File: config.mk
export PLATFORM = sky130hd
export DESIGN_NAME = shift_reg_seq_ctrl
export DESIGN_NICKNAME = d
export VERILOG_FILES = /design/src/rtl/shift_reg_seq_ctrl.sv
export SDC_FILE = /design/constraint.sdc
export NUM_CORES = 1
export LEC_CHECK = 0
export ABC_AREA = 0
export CORE_MARGIN = 5
export CORE_UTILIZATION = 30
export DETAILED_ROUTE_END_ITERATION = 6
export PLACE_DENSITY = 0.62
export SLEW_MARGIN = 20
export SYNTH_ARGS = -nofsm -noshare
export SYNTH_HDL_FRONTEND = slang
export SYNTH_SLANG_ARGS = --single-unit
File: constraint.sdc
create_clock -name clk -period 3.66 [get_ports clk]
set_input_delay 0.915 -clock clk [delete_from_list [all_inputs] [get_ports clk]]
set_output_delay 0.915 -clock clk [all_outputs]
set_load 0.005 [all_outputs]
File: src/rtl/shift_reg_seq_ctrl.sv
// shift_reg_seq_ctrl
// Takes one parallel word over a valid/ready handshake and shifts it out
// serially, MSB first, one bit per clock. It then pulses done for one cycle
// and returns to accepting words. An in-progress shift can be cancelled with
// abort.
//
// Optional feature: when the macro SHIFT_PARITY_EN is defined, an even-parity
// bit (XOR of the accepted word) is sent as one extra serial bit after the
// data bits.
//
// Ports:
//   clk       system clock, rising edge
//   rst       synchronous active-high reset; overrides every other input
//   p_in      parallel word to transmit
//   in_valid  p_in is valid this cycle
//   in_ready  controller can accept a word this cycle (IDLE)
//   abort     cancels an in-progress shift (only sampled in SHIFT)
//   s_out     serial data bit
//   s_valid   s_out carries a data (or parity) bit this cycle
//   busy      transfer in progress (SHIFT or DONE)
//   done      one-cycle pulse on normal completion
//   p_out     copy of the last accepted word, held until the next accept
module shift_reg_seq_ctrl #(
  parameter int WIDTH = 4
) (
  input  logic             clk,
  input  logic             rst,
  input  logic [WIDTH-1:0] p_in,
  input  logic             in_valid,
  output logic             in_ready,
  input  logic             abort,
  output logic             s_out,
  output logic             s_valid,
  output logic             busy,
  output logic             done,
  output logic [WIDTH-1:0] p_out
);

`ifdef SHIFT_PARITY_EN
  localparam int NBITS = WIDTH + 1;
`else
  localparam int NBITS = WIDTH;
`endif
  // Sized so the counter never wraps within a transfer.
  localparam int CW = $clog2(WIDTH + 2);
  localparam logic [CW-1:0] LAST = CW'(NBITS - 1);

  typedef enum logic [1:0] {IDLE, SHIFT, DONE} state_t;

  state_t           state;
  state_t           state_next;
  logic [WIDTH-1:0] shreg;
  logic [CW-1:0]    count;
`ifdef SHIFT_PARITY_EN
  logic             par;
`endif

  always_ff @(posedge clk) begin
    if (rst) begin
      state <= IDLE;
    end else begin
      state <= state_next;
    end
  end

  always_ff @(posedge clk) begin
    if (rst) begin
      shreg <= '0;
      count <= '0;
      p_out <= '0;
`ifdef SHIFT_PARITY_EN
      par   <= 1'b0;
`endif
    end else begin
      case (state)
        IDLE: begin
          if (in_valid) begin
            shreg <= p_in;
            p_out <= p_in;
            count <= '0;
`ifdef SHIFT_PARITY_EN
            par   <= ^p_in;
`endif
          end
        end
        SHIFT: begin
          if (abort) begin
            shreg <= '0;
            count <= '0;
          end else begin
            shreg <= {shreg[WIDTH-2:0], 1'b0};
            count <= count + CW'(1);
          end
        end
        default: ;
      endcase
    end
  end

  always_comb begin
    state_next = state;
    in_ready   = 1'b0;
    busy       = 1'b0;
    s_valid    = 1'b0;
    s_out      = 1'b0;
    done       = 1'b0;
    case (state)
      IDLE: begin
        in_ready = 1'b1;
        if (in_valid) state_next = SHIFT;
      end
      SHIFT: begin
        busy    = 1'b1;
        s_valid = 1'b1;
`ifdef SHIFT_PARITY_EN
        // Data bits are exhausted once count reaches WIDTH; send parity.
        s_out   = (count == CW'(WIDTH)) ? par : shreg[WIDTH-1];
`else
        s_out   = shreg[WIDTH-1];
`endif
        if (abort) begin
          state_next = IDLE;
        end else if (count == LAST) begin
          state_next = DONE;
        end
      end
      DONE: begin
        busy       = 1'b1;
        done       = 1'b1;
        state_next = IDLE;
      end
      default: state_next = IDLE;
    endcase
  end

endmodule

Yosys cells after proc, flatten, opt, wreduce, memory -nomap -nowiden
Index checks and enable logic that the tools add are counted.

storage, ports and cells
  flip-flop bits (word level) = 13
  input port bits = 8
  output and inout bits = 9
  logic and storage cells = 31

operators by class
  add/sub/neg operators = 1
  equality and inequality tests = 5
  muxes and demuxes = 15
  reductions and logical operators = 6

operators with widths
  cell                                                              number
  4-bit two-way mux                                                 2
  4-bit one-hot mux with 2 select lines                             1
  2-bit two-way mux                                                 3
  3-bit two-way mux                                                 2
  3-bit one-hot mux with 2 select lines                             1
  2-bit AND reduction                                               3
  1-bit two-way mux                                                 5
  2-bit one-hot mux with 2 select lines                             1
  3-bit by 1-bit adder with 3-bit output (second input constant)    1
  3-bit by 2-bit == test with 1-bit output (second input constant)  1
  3-bit inequality test (second input constant)                     1
  2-bit by 1-bit == test with 1-bit output (second input constant)  1
  2-bit == test (second input constant)                             1
  2-bit zero test                                                   1
  2-bit inequality test (second input constant)                     1
  2-bit nonzero test                                                1
  2-bit OR reduction                                                1

Logic depth before layout (Yosys ltp)
  word-level depth = 4
  mapped depth = 6
  mapped depth without buffers = 5

Worst setup path before layout
Ideal clock, no wire load.

  kind = reg-to-output
  start point = register state[1]
  end point = output port s_out
  arrival time = 0.825 ns
  required time = 2.745 ns
  setup slack = 1.920 ns
  cell stages (with the launch flop) = 4
  cells stage by stage = dfxtp_1 inv_1 ha_1 and2_1

on the way
  cells in the longest elaborated chain, start to end = 2

RTL lines
  item                                      line  RTL
  start: declaration                        50    state_t state;
  start signal: assignment                  62    state <= state_next;
  2-bit by 1-bit == test with 1-bit output  107   case (state)
  1-bit two-way mux                         107
  end: declaration                          32    output logic s_out,

No other way between the ends.

Worst setup path after layout
  start point = register state[0]
  end point = output port in_ready

on the way
  cells in the longest elaborated chain, start to end = 2

RTL lines
  item               line  RTL
  2-bit zero test    107
  1-bit two-way mux  107
  end: declaration   30    output logic in_ready,

No other way between the ends.

==> results.md <==
- The net count of the finished layout is 105.
- The number of max-slew violations in the final report is 0.
- In this run the deepest clock path goes through 2 buffers.
- The cell accounting for the most synthesized area is sky130_fd_sc_hd__dfxtp_1.
- In this run, synthesis produced a sequential element count of 13.
- The switching part of the total is 25.9%.
- The number of buffers created by CTS is 3.
- Counting instances in the post-synthesis netlist gives the leading cell types as sky130_fd_sc_hd__dfxtp_1, sky130_fd_sc_hd__a21oi_1, sky130_fd_sc_hd__nand2_1.
- The cell class contributing the biggest share of worst-path delay is buffers and inverters.
- In this run the critical register-to-register path is captured at shreg[1]$_SDFFE_PP0P_.
- The worst register-to-register path has a setup slack of 1940 ps.
- The total vias in the final route is 556.
- When the netlist entered floorplanning its net count stood at 87.
- The clock insertion delay at the later pin of the skew report is 270 ps.
- The full die area is 3150 µm².
- For this design the static power due to leakage is 0.000304 µW.
- STA puts the critical path data required time at 2740 ps.
- The row count is 16.
- The number of global-route vias before repair is 526.
- STA classifies the critical path endpoint as a primary output.
- Based on the critical path, the design can be clocked at up to 381 MHz.
- Between clock sinks in the finished design, the worst skew comes to 6.84 ps.
- The startpoint identified for the worst register-to-register timing path is state[0]$_SDFFE_PP0P_.
- The flow ran to the end, and the final reports show no timing, DRC or antenna violations.
- The count of instances resized after the clock tree is built is 0.
- The Yosys step of the flow raised 0 warnings.
- Across the run, the number of max-cap violations was 0.
- The worst hold path cell count is 2.
- Setup slack closes at 1040 ps.
- The kind of path behind the tightest hold check is register to register.
- The post-detailed-route wirelength per cell is 11.3 µm.
- The first global-routing pass estimated 2.27 mm of wire.
- On the critical path, the stage with the largest delay is an instance of sky130_fd_sc_hd__clkdlybuf4s50_1.
- The detailed router finished its first iteration with 5 violations.
- In this design, the stage delay of the slowest critical-path cell is 590 ps.
- Post-CTS timing repair inserted 0 buffers for setup.
- The post-route worst hold slack is 451 ps.
- The number of H-tree levels is 1.
- The maximum fanout count along the critical path is 14.
- The final critical-path share of the clock period is 71.7%.
- The detail route stage leaves a number of antenna-violating nets equal to 0.
- The overall fraction of global-route tracks in use is 9.45%.
- For this run the aggregate overflow at the end of global routing stands at 0.
- Measured along the x axis, the die boundary spans 56.2 µm.
- Detailed placement ended at an HPWL of 995 µm.
- The post-route setup TNS is 0 ps.
- The tree built by TritonCTS fans out to 13 sinks.
- The cell count after synthesis came out at 74.
- Counting flops with an async set or reset pin after synthesis yields a share of 0%.
- The mean area per synthesized cell is 8.64 µm².
- Yosys mapped the design onto 23 distinct sky130hd cell types.
- The launch point of the critical path is state[0]$_SDFFE_PP0P_.
- After detailed routing, the number of remaining DRC violations is 0.
- The first detailed-routing pass took 2 iterations.
- The number of buffers inserted for hold repair after clock tree synthesis is 0.
- The smallest clock period supported by the final layout is computed as 2620 ps.
- The top cell type by area accounts for 40.7% of the synthesized area.
- Sorting the synthesized cells by area gives the leading types as sky130_fd_sc_hd__dfxtp_1, sky130_fd_sc_hd__ha_1, sky130_fd_sc_hd__a21oi_1.
- The part of the total power dissipated in the clock network is 28.7%.
- Entering global routing, the biggest net connects 15 pins.
- For this configuration, the core starts out at a cell density of 31.9%.
- The worst setup path is launched from a register.
- The worst-case IR drop observed on VDD is 154 µV.
- For this design the top-level I/O count stands at 17.
- The commonest register cell after synthesis is sky130_fd_sc_hd__dfxtp_1.
- The hold path endpoint is count[2]$_SDFFE_PP0P_.
- Per report_power, the sequential group accounts for 50.8% of the total.
- The fraction of layout cells with a size suffix above 1 is 5.49%.
- After detailed routing, the number of vias per cell comes to 4.71.
- The share of total power in combinational logic is 20.5%.
- The utilization after layout is 42.1%.
- The die outline height is 56.2 µm.
- The post-placement setup slack is 1140 ps.
- The post-synthesis instance area is 639 µm².
- TritonCTS built the clock tree.
- The start-to-end type of the worst setup path is register to primary output.
- The worst-margin pin slew is 484 ps.
- The total count of hold-check failures in the final report came to 0.
- 0 antenna diodes ended up in the layout.
- The number of flops mapped to enable cells by yosys is 0.
- Of the synthesized area, sequential elements account for 40.7%.
- The arrival time reported for the critical path endpoint is 1710 ps.
- The congestion estimate from routability-driven global placement came to 0.720.
- Setup violations remaining at the end of the flow were counted as 0.
- The detailed-route wire length is 1.34 mm.
- Setup repair after global routing left no endpoint under its margin.
- In this run the standard cell core region covers 2000 µm².
- The initial antenna violation count is 0.
- The power density over the cells is 360 nW/µm².
- The area added between synthesis and finish is 31.9%.
- The layout has 213 filler cells.
- Headroom to the max-slew limit came out at 67.6%.
- The clock tree root driver cell is sky130_fd_sc_hd__clkbuf_4.
- The worst register-to-register path has a depth of 5.
- Traced cell by cell, the critical path runs through inv_1, ha_1, clkdlybuf4s50_1.
- The start point of the worst min-delay path is count[2]$_SDFFE_PP0P_.
- The clock-pin slew of the registers on the worst-case setup and hold paths is 80 ps.
- In this run the power spent charging and discharging nets is 78.7 µW.
- The most repeated cell in the gate-level netlist after synthesis is sky130_fd_sc_hd__dfxtp_1.
- Buffers placed on the I/O ports in this run total 16.
- The total buffers and inverters traversed by the critical path is 2.
- The internal power of the cells is 225 µW.
-- worst min-delay path, stage by stage (launching register included) --
cell and delay [ps]:
sky130_fd_sc_hd__dfxtp_1 310, sky130_fd_sc_hd__nand2_1 50, sky130_fd_sc_hd__a21oi_1 50
-- through the flow --
stage / instance area, µm² / total power, µW / instances
2_1_floorplan: 639 / 193 / 74
6_report: 843 / 304 / 118
5_1_grt: 843 / 325 / 118
3_5_place_dp: 817 / 220 / 114
3_3_place_gp: 817 / 220 / 114
4_1_cts: 843 / 308 / 118
-- registers in the layout (all words and copies together), names as in the netlist --
register,count
state,2
p_out,4
count,3
shreg,4
-- area by class of cell --
class | instances | area [µm²] | area share [%]
clock buffer | 4 | 26.3 | 3.12
inverter | 3 | 11.3 | 1.34
multi-input combinational | 55 | 352 | 41.7
sequential | 13 | 260 | 30.9
timing repair buffer | 16 | 160 | 19.0
tap | 27 | 33.8 | 4.01
-- layout by cell type (no fill, tap or decap), drive strengths merged --
| master | Yosys | final |
|---|---|---|
| a2111oi | 2 | 2 |
| a211oi | 3 | 3 |
| a21oi | 9 | 9 |
| and2 | 2 | 2 |
| clkbuf | 1 | 4 |
| clkdlybuf4s50 | 0 | 16 |
| dfxtp | 13 | 13 |
| ha | 5 | 5 |
| inv | 3 | 3 |
| mux2 | 1 | 1 |
| mux2i | 1 | 1 |
| nand2 | 8 | 8 |
| nand2b | 5 | 5 |
| nand3 | 4 | 4 |
| nand3b | 1 | 1 |
| nand4b | 2 | 2 |
| nor2 | 5 | 5 |
| nor2b | 1 | 1 |
| o21ai | 2 | 2 |
| o21ba | 1 | 1 |
| o22ai | 1 | 1 |
| or3 | 2 | 2 |
-- power groups by stage --
| stage | registers (µW) | logic [µW] | clock network (µW) |
|---|---|---|---|
| 3_5_place_dp | 158 | 62.7 | 0 |
| 3_3_place_gp | 158 | 62.4 | 0 |
| 6_report | 154 | 62.3 | 87.2 |
| 5_1_grt | 155 | 70.0 | 100 |
| 2_1_floorplan | 157 | 35.5 | 0 |
| 4_1_cts | 154 | 63.1 | 91.0 |
-- logic make-up after synthesis --
group | share of synthesized area (%)
flops | 40.7
mux | 3.33
fa+ha+maj | 9.78
buf+inv | 4.30
compound gates | 17.4
simple gates | 24.5
-- how the worst max path moves through the flow --
stage,to,slack [ps],depth (start not counted)
after detailed placement,shreg[1]$_SDFFE_PP0P_,1140,4
final,in_ready,1040,3
after global routing,in_ready,930,3
after global placement,shreg[2]$_SDFFE_PP0P_,1250,4
after floorplan,s_out,1920,3
after CTS,s_out,1030,4
-- routing by layer --
layer	track usage, %	wire (µm)
met5	0	0
met2	13.7	586
met3	3.25	64
met4	6.10	21
met1	11.7	663
(Power assumes the default switching activity.)
